==> config.mk <==
export PLATFORM = sky130hd
export DESIGN_NAME = gcd_ctrl
export DESIGN_NICKNAME = d
export VERILOG_FILES = /design/src/rtl/gcd_ctrl.sv
export SDC_FILE = /design/constraint.sdc
export NUM_CORES = 1
export LEC_CHECK = 0
export ABC_AREA = 1
export BUFFER_PORTS_ARGS = -buffer_cell sky130_fd_sc_hd__buf_2
export CORE_ASPECT_RATIO = 2
export CORE_MARGIN = 1.5
export CORE_UTILIZATION = 36
export DETAILED_ROUTE_END_ITERATION = 12
export MAX_ROUTING_LAYER = met4
export PLACE_DENSITY = 0.56
export SETUP_SLACK_MARGIN = 0.3
export SYNTH_ARGS = -nofsm -noshare
export SYNTH_HDL_FRONTEND = slang
export SYNTH_SLANG_ARGS = --single-unit
export TNS_END_PERCENT = 1
==> constraint.sdc <==
create_clock -name clk -period 2.2 [get_ports clk]
set_input_delay 0.22 -clock clk [delete_from_list [all_inputs] [get_ports clk]]
set_output_delay 0.22 -clock clk [all_outputs]
set_load 0.05 [all_outputs]
==> src/rtl/gcd_ctrl.sv <==
// gcd_ctrl: control FSM for a 16-bit subtractive GCD datapath.
//
// The FSM loads operand A and then operand B from data_in. It then repeatedly
// subtracts the smaller datapath register from the larger one until the
// comparator reports equality. It aborts with a sticky err flag when the
// flags are inconsistent, or when MAX_ITER subtractions have not converged.
//
// Ports:
//   clk, rst_n     rising-edge clock, asynchronous active-low reset
//   start          request a new computation (sampled in IDLE only)
//   lt, gt, eq     datapath comparator flags (A<B, A>B, A==B)
//   ldA, ldB       datapath register load enables
//   sel1, sel2     subtractor minuend / subtrahend selects (0 = A, 1 = B)
//   sel_in         register input select (0 = subtractor, 1 = data_in)
//   busy           high in every state except IDLE
//   done           one-cycle pulse, result valid in A and B
//   err            sticky abort flag, cleared by the next accepted start
//   iter_count     subtractions performed in the current or last run
module gcd_ctrl #(
  parameter int unsigned ITER_W   = 16,
  parameter int unsigned MAX_ITER = 65535
) (
  input  logic              clk,
  input  logic              rst_n,
  input  logic              start,
  input  logic              lt,
  input  logic              gt,
  input  logic              eq,
  output logic              ldA,
  output logic              ldB,
  output logic              sel1,
  output logic              sel2,
  output logic              sel_in,
  output logic              busy,
  output logic              done,
  output logic              err,
  output logic [ITER_W-1:0] iter_count
);

  localparam logic [2:0] StIdle  = 3'd0;
  localparam logic [2:0] StLoadA = 3'd1;
  localparam logic [2:0] StLoadB = 3'd2;
  localparam logic [2:0] StCheck = 3'd3;
  localparam logic [2:0] StSubA  = 3'd4;
  localparam logic [2:0] StSubB  = 3'd5;
  localparam logic [2:0] StDone  = 3'd6;
  localparam logic [2:0] StErr   = 3'd7;

  localparam logic [ITER_W-1:0] IterLimit = ITER_W'(MAX_ITER);

  logic [2:0]        state_q, state_d;
  logic [ITER_W-1:0] iter_q, iter_d;
  logic              err_q, err_d;
  logic              flags_onehot;

  assign flags_onehot = $onehot({lt, gt, eq});

  always_comb begin
    state_d = state_q;
    iter_d  = iter_q;
    err_d   = err_q;
    unique case (state_q)
      StIdle: begin
        if (start) begin
          state_d = StLoadA;
          iter_d  = '0;
          err_d   = 1'b0;
        end
      end
      StLoadA: state_d = StLoadB;
      StLoadB: state_d = StCheck;
      StCheck: begin
        // The iteration limit is tested before any further increment, so
        // iter_count can never wrap.
        if (!flags_onehot) begin
          state_d = StErr;
        end else if (eq) begin
          state_d = StDone;
        end else if (iter_q == IterLimit) begin
          state_d = StErr;
        end else if (gt) begin
          state_d = StSubA;
        end else begin
          state_d = StSubB;
        end
        // err rises as ERR is entered and stays set through IDLE.
        if (state_d == StErr) begin
          err_d = 1'b1;
        end
      end
      StSubA, StSubB: begin
        iter_d  = iter_q + 1'b1;
        state_d = StCheck;
      end
      StDone:  state_d = StIdle;
      StErr:   state_d = StIdle;
      default: state_d = StIdle;
    endcase
  end

  always_ff @(posedge clk or negedge rst_n) begin
    if (!rst_n) begin
      state_q <= StIdle;
      iter_q  <= '0;
      err_q   <= 1'b0;
    end else begin
      state_q <= state_d;
      iter_q  <= iter_d;
      err_q   <= err_d;
    end
  end

  // Moore outputs decoded from the state register only.
  always_comb begin
    ldA    = 1'b0;
    ldB    = 1'b0;
    sel1   = 1'b0;
    sel2   = 1'b0;
    sel_in = 1'b0;
    done   = 1'b0;
    unique case (state_q)
      StLoadA: begin
        ldA    = 1'b1;
        sel_in = 1'b1;
      end
      StLoadB: begin
        ldB    = 1'b1;
        sel_in = 1'b1;
      end
      StSubA: begin
        ldA  = 1'b1;
        sel2 = 1'b1;
      end
      StSubB: begin
        ldB  = 1'b1;
        sel1 = 1'b1;
      end
      StDone:  done = 1'b1;
      default: ;
    endcase
  end

  assign busy       = (state_q != StIdle);
  assign err        = err_q;
  assign iter_count = iter_q;

endmodule

==> impl_metrics.ini <==
[yosys]
syn-cell-area_sq_um = 1210
ys_seq_area_share_pct = 41.3
synth.area.top_cells = dfrtp_1, nand2_1, nor2_1, xor2_1, nand3_1
synth_cell_type_count = 25
avgSynthCellArea_sq_um = 7.67
synth-seq-cells = 20
synth_nets = 166
synth_cells = 158
yosysWarnings = 0
yosysTopAreaCell = dfrtp_1
synth_top_area_share_pct = 41.3

[drt]
drc = 0
wl_met3_microns = 110
firstDrtPassIters = 4
drt_iter0_markers = 42
detail-route-antenna-nets = 0
vias_per_cell = 5.36
drt-met1-wl_microns = 1180
routed-wl-met2_microns = 1750
wl_microns = 3160
routed.top_layer = met4
vias = 1191
post_drt_wl_per_cell_microns = 14.2

[timing]
fmaxAchievable_mhz = 553
grt_setup_unrepaired = false
fin_skew_ns = 0.00477
post-route-period-util_pct = 82.2
finalSetupViolCount = 0
fin_crit_ns = 1.81
worstMarginPinSlew_ns = 0.452
timing.slew.headroom_pct = 69.9
timing.setup.tns_ns = 0
hold_viol = 0
layout_setup_ws_ns = 0.392
drv_slew = 0

[critical_path]
critPathArrivalTime_ns = 1.59
rr_startpoint = state_q[2]
path_class = register to output pin
crit_path_top_delay_cell = dfrtp_1
timing.reg2reg.setup_slack_ns = 0.52
worst_path_dominant_cell_family = buffers and inverters
crit_required_ns = 1.98
endpoint_kind = output pin
cp_common_cell = inv_2
r2r_cells = 7
crit_buf_inv = 3
path_cells = inv_2 > nor2_2 > inv_2 > o21ai_0 > buf_2
r2r-end = iter_count[4]
crit_path_start_kind = register
slowest_delay_ns = 0.41
critPathMaxFanout = 14

[hold_path]
hold_path_end = state_q[0]
min_from = start
holdPathStages = 3
hold_path_class = input pin to register

[placement]
portBuffers = 29
dp_hpwl_microns = 2550
pre_cts_slack_ns = 0.559
globalplace.congestion = 0.908
post_dp_cell_area_sq_um = 1390

[finish]
area_growth_pct = 21.3
drive_gt1_share_pct = 26.7
diodes = 0
fin_area_sq_um = 1470
finalNetCount = 200
fillers = 337

[clocking]
cts_resized = 0
cts_tree = built
clock_latency_ns = 0.26
root_buffer = clkbuf_8
numCtsBuffers = 3
clk_path_buf_depth = 2
postCtsSetupRepairBufs = 0
clkTransAtPathRegs_ns = 0.08
cts-htree-levels = 1
clkSinkCount = 20

[global_route]
gr-total-overflow = 0
antenna_found_initial = 0
track_usage_pct = 19.7
grt_first_pass_wirelength_microns = 5490
grt_pass1_vias = 1243
grt_max_degree = 21

[die]
core-area_sq_um = 3190
fp.dieW_microns = 44.0
ios = 30
die_h_microns = 85.0
die_area_sq_um = 3740
rows = 29
start_util_pct = 37.9

[power_and_ir_drop]
peakVddDrop_mv = 0.986
power_density_nw_per_um2 = 1420
p_leak_uw = 0.000685

[flow_run]
drv_cap = 0

[run_status]
status = completed
## state kept, by name (all words and copies together) (netlist names)
signal,cells
iter_count,16
state_q,3
err,1
## tightest hold or removal path, cell delays in order
cell and delay [ns]:
buf_2 0.08, nor2_1 0.04, a21oi_1 0.10
## cell families after synthesis
group | share of synthesized area, %
buf+inv | 6.82
compound gates | 10.4
simple gates | 33.0
xor+xnor | 5.79
fa+ha+maj | 2.69
flops | 41.3
## worst max path at each step
stage / startpoint / end / cells after the start
global placement: state_q[2] / iter_count[4] / 7
detailed placement: state_q[2] / iter_count[4] / 7
CTS: state_q[2] / ldB / 5
global route: state_q[2] / ldB / 5
finish: state_q[2] / ldB / 5
floorplan: state_q[1] / ldA / 4
## synthesized netlist by cell type
cell	instances
nand2_2	2
nor3_1	8
nor2_4	1
inv_2	5
o22ai_1	3
nand3_1	11
fa_1	1
xor2_1	8
inv_1	13
o21ai_1	1
o21ai_2	2
a32o_1	1
o21ai_0	8
a21oi_1	7
nand2_1	32
dfrtp_1	20
nor3b_2	1
buf_6	1
nand4_1	2
nor3_2	2
nor2_2	3
nand3_2	1
ha_1	1
clkbuf_1	1
nor2_1	23
## final cells by class
class / instances / area [sq um] / share of cell area, %
clock buffers: 3 / 41.3 / 2.81
clock inverters: 1 / 30.0 / 2.04
flip-flops and latches: 20 / 500 / 34.1
well taps: 31 / 38.8 / 2.64
multi-input cells: 118 / 628 / 42.8
inverters: 18 / 67.6 / 4.60
repair buffers: 31 / 163 / 11.1
## layer usage
metal	track usage (%)	up-vias
met1	21.3	564
met2	33.8	35
met4	10.2	0
met5	-	-
met3	2.13	9
li1	-	583
## cells in the final DEF, fill, tap and decap left out
cell type       n
nand4_1         2
ha_1            1
a21oi_1         7
buf_2          29
nand3_2         1
nor2_4          1
o21ai_2         2
o21ai_1         1
o22ai_1         3
clkbuf_8        3
nor2_2          3
a32o_1          1
nor3b_2         1
fa_1            1
nor3_1          8
dlygate4sd3_1   1
nand2_2         2
o21ai_0         8
bufinv_16       1
nor3_2          2
inv_2           5
nand3_1        11
nand2_1        32
inv_1          13
xor2_1          8
buf_4           1
nor2_1         23
dfrtp_1        20
## through the flow
stage	utilization (%)	hold slack (ns)	cells	power, uW
CTS	46.0	0.231	222	2100
global placement	43.5	0.198	217	1710
global route	46.0	0.243	222	2210
floorplan	-	-0.0756	158	1460
detailed placement	43.5	0.200	217	1720
finish	46.0	0.218	222	2090
## timing repair
action                                  CTS  global route
hold endpoints to repair                 20             0
endpoints found under the setup margin    0             0
hold buffers                              1             0
## power by group
group	switching [uW]	internal (uW)	leakage, uW
Sequential	130	468	0.000267
Combinational	854	256	0.000382
Clock	134	243	0.0000357
(Power assumes the default switching activity.)
